<file path="config.mk">
export PLATFORM = sky130hd
export DESIGN_NAME = mips_mem_if_flat
export DESIGN_NICKNAME = d
export VERILOG_FILES = /design/src/rtl/mips_pkg.sv /design/src/rtl/mips_mem_if_if.sv /design/src/rtl/mips_mem_wdog.sv /design/src/rtl/mips_mem_if.sv /design/src/flat_wrapper.sv
export SDC_FILE = /design/constraint.sdc
export NUM_CORES = 1
export LEC_CHECK = 0
export BUFFER_PORTS_ARGS = -buffer_cell sky130_fd_sc_hd__buf_2
export CORE_UTILIZATION = 30
export CTS_CLUSTER_DIAMETER = 30
export CTS_CLUSTER_SIZE = 12
export DETAILED_ROUTE_END_ITERATION = 10
export PLACE_DENSITY = 0.6
export SYNTH_ARGS = -nofsm -noshare
export SYNTH_HDL_FRONTEND = slang
export SYNTH_SLANG_ARGS = --single-unit
export TNS_END_PERCENT = 50
</file>
<file path="constraint.sdc">
create_clock -name clk -period 2.2 [get_ports clk]
set_clock_uncertainty 0.2 [all_clocks]
set_input_delay 0 -clock clk [delete_from_list [all_inputs] [get_ports clk]]
set_output_delay 0 -clock clk [all_outputs]
set_load 0.05 [all_outputs]
</file>
<file path="src/rtl/mips_pkg.sv">
// rtl/mips_pkg.sv - shared types and widths for the MIPS multicycle memory interface
package mips_pkg;

  typedef enum logic [1:0] {
    MEM_IDLE = 2'd0,
    MEM_REQ  = 2'd1,
    MEM_DONE = 2'd2
  } memif_state_t;

  localparam int WORD_W = 32;

endpackage

</file>
<file path="src/rtl/mips_mem_if_if.sv">
// rtl/mips_mem_if_if.sv - req/ack memory bus between mips_mem_if (master) and the memory (slave)
interface mips_mem_if_if
  import mips_pkg::*;
#(
  parameter int WIDTH = WORD_W
);
  logic             req;
  logic             we;
  logic [WIDTH-1:0] addr;
  logic [WIDTH-1:0] wdata;
  logic             ack;
  logic [WIDTH-1:0] rdata;
  logic             err;

  modport master (
    output req, we, addr, wdata, err,
    input  ack, rdata
  );

  modport slave (
    input  req, we, addr, wdata, err,
    output ack, rdata
  );
endinterface

</file>
<file path="src/rtl/mips_mem_wdog.sv">
// rtl/mips_mem_wdog.sv - REQ-phase watchdog: flags expiry on the TIMEOUT-th enabled cycle
module mips_mem_wdog #(
  parameter int TIMEOUT = 16
) (
  input  logic clk,
  input  logic reset,
  input  logic clr,
  input  logic en,
  output logic expired
);
  localparam int CW = $clog2(TIMEOUT + 1);

  logic [CW-1:0] cnt;

  always_ff @(posedge clk or negedge reset) begin
    if (!reset) begin
      cnt <= '0;
    end else if (clr) begin
      cnt <= '0;
    end else if (en) begin
      cnt <= cnt + 1'b1;
    end
  end

  // Combinational so the FSM leaves REQ on the edge closing the TIMEOUT-th cycle.
  assign expired = en && (cnt == CW'(TIMEOUT - 1));
endmodule

</file>
<file path="src/rtl/mips_mem_if.sv">
// rtl/mips_mem_if.sv - multicycle memory interface: address select, req/ack handshake, mdr
// Optional REQ timeout with sticky bus_err enabled by defining MIPS_MEM_TIMEOUT_EN.
module mips_mem_if
  import mips_pkg::*;
#(
  parameter int WIDTH   = WORD_W,
  parameter int TIMEOUT = 16
) (
  input  logic             clk,
  input  logic             reset,
  input  logic             memread,
  input  logic             memwrite,
  input  logic             iord,
  input  logic [WIDTH-1:0] pc,
  input  logic [WIDTH-1:0] aluout,
  input  logic [WIDTH-1:0] wdata,
  output logic             memready,
  output logic [WIDTH-1:0] mdr,
  mips_mem_if_if.master    bus
);
  localparam logic [1:0] ST_IDLE = MEM_IDLE;
  localparam logic [1:0] ST_REQ  = MEM_REQ;
  localparam logic [1:0] ST_DONE = MEM_DONE;

  logic [1:0]       state;
  logic             req_q;
  logic             we_q;
  logic [WIDTH-1:0] addr_q;
  logic [WIDTH-1:0] wdata_q;
  logic [WIDTH-1:0] sel;
  logic             accept;
  logic             expired;
  logic             err_set;

  assign sel    = iord ? aluout : pc;
  assign accept = (state == ST_IDLE) && (memread || memwrite);

`ifdef MIPS_MEM_TIMEOUT_EN
  logic err_q;

  mips_mem_wdog #(
    .TIMEOUT (TIMEOUT)
  ) u_wdog (
    .clk     (clk),
    .reset   (reset),
    .clr     (accept),
    .en      (state == ST_REQ),
    .expired (expired)
  );

  always_ff @(posedge clk or negedge reset) begin
    if (!reset) begin
      err_q <= 1'b0;
    end else if (err_set) begin
      err_q <= 1'b1;
    end
  end

  assign bus.err = err_q;
`else
  logic unused_timeout;

  assign unused_timeout = ^TIMEOUT;
  assign expired        = 1'b0;
  assign bus.err        = 1'b0;
`endif

  assign err_set = (state == ST_REQ) && !bus.ack && expired;

  always_ff @(posedge clk or negedge reset) begin
    if (!reset) begin
      state    <= ST_IDLE;
      memready <= 1'b0;
      req_q    <= 1'b0;
      we_q     <= 1'b0;
      addr_q   <= '0;
      wdata_q  <= '0;
      mdr      <= '0;
    end else begin
      memready <= 1'b0;
      case (state)
        ST_IDLE: begin
          if (accept) begin
            // Word-align and freeze the address; write wins when both strobes are high.
            addr_q  <= sel & {{(WIDTH-2){1'b1}}, 2'b00};
            we_q    <= memwrite;
            wdata_q <= wdata;
            req_q   <= 1'b1;
            state   <= ST_REQ;
          end
        end
        ST_REQ: begin
          if (bus.ack) begin
            if (!we_q) begin
              mdr <= bus.rdata;
            end
            req_q    <= 1'b0;
            we_q     <= 1'b0;
            memready <= 1'b1;
            state    <= ST_DONE;
          end else if (expired) begin
            req_q    <= 1'b0;
            we_q     <= 1'b0;
            memready <= 1'b1;
            state    <= ST_DONE;
          end
        end
        ST_DONE: begin
          state <= ST_IDLE;
        end
        default: begin
          state <= ST_IDLE;
        end
      endcase
    end
  end

  assign bus.req   = req_q;
  assign bus.we    = we_q;
  assign bus.addr  = addr_q;
  assign bus.wdata = wdata_q;
endmodule

</file>
<file path="src/flat_wrapper.sv">
// flat-port wrapper written by rule: the top's interface ports become plain ports
module mips_mem_if_flat import mips_pkg::*;
#(
  parameter int WIDTH   = WORD_W,
  parameter int TIMEOUT = 16
)
  (clk, reset, memread, memwrite, iord, pc, aluout, wdata, memready, mdr, bus_req, bus_we, bus_addr, bus_wdata, bus_err, bus_ack, bus_rdata);
  mips_mem_if_if #(.WIDTH(WIDTH)) bus_i ();
  input  logic clk;
  input  logic reset;
  input  logic memread;
  input  logic memwrite;
  input  logic iord;
  input  logic [WIDTH-1:0] pc;
  input  logic [WIDTH-1:0] aluout;
  input  logic [WIDTH-1:0] wdata;
  output logic memready;
  output logic [WIDTH-1:0] mdr;
  output wire logic [$bits(bus_i.req)-1:0] bus_req;
  output wire logic [$bits(bus_i.we)-1:0] bus_we;
  output wire logic [$bits(bus_i.addr)-1:0] bus_addr;
  output wire logic [$bits(bus_i.wdata)-1:0] bus_wdata;
  output wire logic [$bits(bus_i.err)-1:0] bus_err;
  input wire logic [$bits(bus_i.ack)-1:0] bus_ack;
  input wire logic [$bits(bus_i.rdata)-1:0] bus_rdata;
  assign bus_req = bus_i.req;
  assign bus_we = bus_i.we;
  assign bus_addr = bus_i.addr;
  assign bus_wdata = bus_i.wdata;
  assign bus_err = bus_i.err;
  assign bus_i.ack = bus_ack;
  assign bus_i.rdata = bus_rdata;
  mips_mem_if #(.WIDTH(WIDTH), .TIMEOUT(TIMEOUT)) u_core (.clk(clk), .reset(reset), .memread(memread), .memwrite(memwrite), .iord(iord), .pc(pc), .aluout(aluout), .wdata(wdata), .memready(memready), .mdr(mdr), .bus(bus_i));
endmodule
</file>
# Word-level counts from Yosys, hierarchy flattened
# Cells that the tools add are included.
dict set report totals {
  inputBits 134
  register_bits 99
  output_inout_bits 100
}
dict set report classes {
  n_reduce_logical 8
  n_mux 11
  n_bitwise 1
  eq_ne 3
}
# cell count
set ops {}
lappend ops {{32-bit 2-to-1 mux} 1}
lappend ops {{3-bit AND reduction} 2}
lappend ops {{1-bit 2-to-1 mux} 5}
lappend ops {{2-bit 2-to-1 mux} 2}
lappend ops {{1-bit case mux with 2 select lines} 2}
lappend ops {{2-bit case mux with 2 select lines} 1}
lappend ops {{2-bit AND reduction} 2}
lappend ops {{2-bit by 1-bit == test with 1-bit output (second input constant)} 1}
lappend ops {{2-bit logical NOT} 1}
lappend ops {{2-bit by 1-bit != test with 1-bit output (second input constant)} 1}
lappend ops {{2-bit != test (second input constant)} 1}
lappend ops {{2-bit nonzero test} 1}
lappend ops {{1-bit logical AND} 1}
lappend ops {{1-bit logical OR} 1}
lappend ops {{1-bit NOT} 1}

# Depth between registers and ports, before layout
dict set report depth {
  word_depth 4
  depth_mapped 4
  ltp_nobuf 3
}

# Least setup slack after synthesis
# OpenSTA, ideal clock, no wires.
dict set report synth_path {
  path_type {register to register}
  startpoint {register u_core.state[1]}
  endpoint {register u_core.wdata_q[12] (netlist: u_core.bus.wdata[12])}
  required_ps 1875
  synth_period_minus_slack_ps 1691
  t_arrival_ps 1366
  setup_ps 125
  slack_ps 509
  stages_incl_launch_ff 4
  n_path_buf 1
  path_cell_list {dfrtp_1 -> nor3_4 -> buf_6 -> mux2_2}
}
dict set report synth_between {
  elab_chain_cells 3
}
# item line
set synth_lines {}
lappend synth_lines {{start: declaration} mips_mem_if.sv:25} ;# logic [1:0] state;
lappend synth_lines {{start signal: assignment} mips_mem_if.sv:72} ;# state <= ST_IDLE;
lappend synth_lines {{start signal: assignment} mips_mem_if.sv:89} ;# state <= ST_REQ;
lappend synth_lines {{start signal: assignment} mips_mem_if.sv:100} ;# state <= ST_DONE;
lappend synth_lines {{2-bit logical NOT *} {mips_mem_if.sv:36, mips_mem_if.sv:81}}
lappend synth_lines {{1-bit logical AND} mips_mem_if.sv:36} ;# assign accept = (state == ST_IDLE) && (memread || memwrite);
lappend synth_lines {{2-bit AND reduction (no line) *} -}
lappend synth_lines {{end signal: assignment} mips_mem_if.sv:87} ;# wdata_q <= wdata;
lappend synth_lines {{end: declaration} mips_mem_if.sv:29} ;# logic [WIDTH-1:0] wdata_q;
# Every way passes the cells marked *; elsewhere a longest branch is shown, timed or not.
# A chain may end at the register's enable or synchronous reset.

# Worst setup path after layout
dict set report layout_path {
  startpoint {register u_core.state[1]}
  endpoint {register u_core.mdr[9]}
}
dict set report layout_between {
  elab_chain_cells 2
}
# item line
set layout_lines {}
lappend layout_lines {{2-bit by 1-bit == test with 1-bit output} -}
lappend layout_lines {{3-bit AND reduction (no line)} -}
lappend layout_lines {{end signal: assignment} mips_mem_if.sv:95} ;# mdr <= bus.rdata;
lappend layout_lines {{end: declaration} mips_mem_if.sv:18} ;# output logic [WIDTH-1:0] mdr,
# Every way passes these cells.

==> results_dict.tcl <==
set metrics [dict create \
    synth_top_area_share_pct 60.26 \
    firstDrtPassIters 4 \
    io_pins 234 \
    fin_tns_setup_ns 0 \
    fillers 1082 \
    synth_cells 253 \
    synth_top_family_by_area "multiplexers" \
    critPathCaptureType "register" \
    io_buffers 226 \
    fmax_mhz 561.0 \
    grt_pass1_wl_um 18090 \
    hold_class "in -> reg" \
    numCtsBuffers 9 \
    start_kind "register" \
    power.density_mw_per_mm2 1583 \
    finalMaxSlewViolations 0 \
    wl_per_cell_um 14.02 \
    cpPeakStageDelay_ns 0.43 \
    path_clk_slew_ns 0.07 \
    crit_buf_inv 1 \
    synth-simple-area-share_pct 0.9434 \
    synthToLayoutAreaGrowth_pct 70.63 \
    rsz0062_at_grt "no" \
    drive_gt1_share_pct 59.42 \
    synth.mux.area_fraction_pct 33.96 \
    leakage_nw 3.325 \
    routabilityCongestion 0.6837 \
    drt-initial-drc-count 52 \
    cts_root_buf "clkbuf_16" \
    hpwl_um 6781 \
    num_antenna_cells 0 \
    synthTopCellsByArea "dfrtp_1, mux2_2, buf_6" \
    ir_worst_vdd_mv 0.8529 \
    yosys.area_share.adder_pct 0 \
    die_w_um 119.1 \
    avgSynthCellArea_sq_um 16.25 \
    multi_input_area_sq_mm 0.001483 \
    ant_nets 0 \
    setup_violations 0 \
    die_height_um 119.1 \
    ys_seq_area_share_pct 60.26 \
    synth_cell_type_count 18 \
    dp_slack_ns 0.4099 \
    synth-seq-cells 99 \
    htreeDepth 3 \
    path_max_fanout 32 \
    drc 0 \
    cts_setup_buffers 0 \
    criticalPathCategory "reg -> reg" \
    grt_antenna_before_repair 0 \
    hold_violations 0 \
    clock-sinks 99 \
    synth_compound_area_share_pct 0.8825 \
    start_util_pct 30.92 \
    status "complete, no violations" \
    avgViaCountPerCell 4.337 \
    worst_pin_slew_ns 0.6779 \
    track_usage_pct 16.32 \
    rrSetupSlack_ns 0.42 \
    grt_pass1_vias 3725 \
    num_rows 42 \
    period_needed_ns 1.783 \
    drt_wl_total_um 11110 \
    critPathTopFamily "simple AND/OR/NAND/NOR gates" \
    clock_latency_ns 0.34 \
    ys_warn_count 0 \
    maxCapViolations 0 \
    cts_tree "built" \
    grt_max_degree 75 \
    synth-xor-area-share_pct 0 \
    design.core.area_sq_mm 0.01330 \
    required_ns 2.23 \
    finalCritPeriodShare_pct 81.02 \
    cp_cell_sequence "nand3b_1 > nor2_4 > buf_12 > mux2_2" \
    syn_area_sq_mm 0.004111 \
    clockBufferDepth 2 \
    yosysTopAreaCell "dfrtp_1" \
    num-nets-final 745 \
    slew-limit-headroom_pct 54.80 \
    num_vias 3435 \
    die_area_sq_mm 0.01418 \
    finalWorstSetupSlack_ns 0.4175 \
    regArea_sq_mm 0.002477 \
    crit_arrival_ns 1.81 \
    cp_slowest_cell "dfrtp_1" \
    grt_overflow 0 \
]
==> power breakdown <==
part / switching (W) / internal (W)
sequential: 0.000471 / 0.00275
combinational: 0.00437 / 0.00192
clock: 0.000677 / 0.000919
==> routing by layer <==
| layer | global-route usage, % | vias up | share of wire [%] | wire length (um) |
|---|---|---|---|---|
| li1 | - | 1616 | - | - |
| met1 | 18.23 | 1648 | 40 | 4390 |
| met2 | 28.74 | 157 | 51 | 5626 |
| met3 | 4.454 | 14 | 7.8 | 869 |
| met4 | 7.516 | 0 | 2.0 | 220 |
| met5 | 0 | - | 0 | 0 |
==> logic make-up after synthesis <==
logic type,Yosys count
AND/OR/NAND/NOR,4
buffers and inverters,20
AO/OA/AOI/OAI,5
multiplexers,124
other,1
flip-flops,99
==> cell usage in the layout (no fill, tap or decap) <==
| cell | synthesis | layout |
|---|---|---|
| inv_1 | 5 | 5 |
| bufinv_16 | 0 | 1 |
| buf_2 | 0 | 225 |
| mux2_1 | 7 | 7 |
| a21oi_1 | 1 | 1 |
| mux2_2 | 117 | 117 |
| a21o_1 | 1 | 1 |
| nor2_4 | 1 | 1 |
| inv_6 | 0 | 1 |
| dfrtp_1 | 99 | 99 |
| conb_1 | 1 | 3 |
| clkinv_4 | 0 | 2 |
| clkinv_2 | 0 | 1 |
| a2bb2oi_1 | 1 | 1 |
| dlygate4sd3_1 | 0 | 129 |
| nor2_1 | 1 | 1 |
| a31o_2 | 1 | 1 |
| clkbuf_8 | 2 | 1 |
| nand3b_1 | 1 | 1 |
| o22ai_1 | 1 | 1 |
| nor3_4 | 1 | 1 |
| clkbuf_1 | 3 | 1 |
| buf_4 | 3 | 2 |
| buf_12 | 0 | 4 |
| clkbuf_16 | 0 | 9 |
==> tightest hold or removal path, stage by stage <==
cell and delay, ns:
buf_2 0.09, nor2_1 0.06, nor3_4 0.17, buf_12 0.25, a21o_1 0.11
==> final timing paths <==
kind	startpoint	end	depth (start not counted)
max	u_core.state[1]	u_core.mdr[9]	4
min	memread	u_core.bus.req	5
max reg2reg	u_core.state[1]	u_core.mdr[9]	4
min reg2reg	u_core.bus.wdata[1]	u_core.bus.wdata[1]	1
max in group asynchronous	reset	u_core.bus.addr[17]	4
min in group asynchronous	reset	u_core.mdr[10]	4
==> per-stage QoR <==
step / hold WS, ns / area, sq um / cells / util [%] / total power (W)
finish: 0.1738 / 7015 / 792 / 52.77 / 0.01110
global route: 0.2180 / 7015 / 792 / 52.77 / 0.01164
CTS: 0.1784 / 7015 / 792 / 52.77 / 0.01121
detailed placement: -0.2700 / 5400 / 646 / 40.62 / 0.009348
global placement: -0.2748 / 5400 / 646 / 40.62 / 0.009238
floorplan: -0.4956 / 4119 / 255 / - / 0.007968
==> sequential cells by signal (all words and copies together) (netlist names) <==
register,cells
u_core.bus.we,1
u_core.bus.wdata,32
u_core.state,2
u_core.bus.req,1
u_core.bus.addr,30
u_core.mdr,32
u_core.memready,1
==> Yosys cell counts (all sizes together) <==
library cell	count
a2bb2oi	1
o22ai	1
a21o	1
dfrtp	99
nor2	2
clkbuf	5
nor3	1
buf	10
conb	1
mux2	124
a31o	1
a21oi	1
nand3b	1
inv	5
==> layout make-up <==
type / instances / area share (%)
well taps: 176 / 3.139
flip-flops and latches: 99 / 35.31
multi-input cells: 136 / 21.13
inverters: 5 / 0.2675
clock buffers: 11 / 3.460
repair buffers: 360 / 35.81
clock inverters: 5 / 0.8739
==> timing repair <==
action	in CTS	in global routing
hold buffers	130	0
gates resized for setup	0	0
endpoints found under the hold margin	198	0
(Power assumes the default switching activity.)
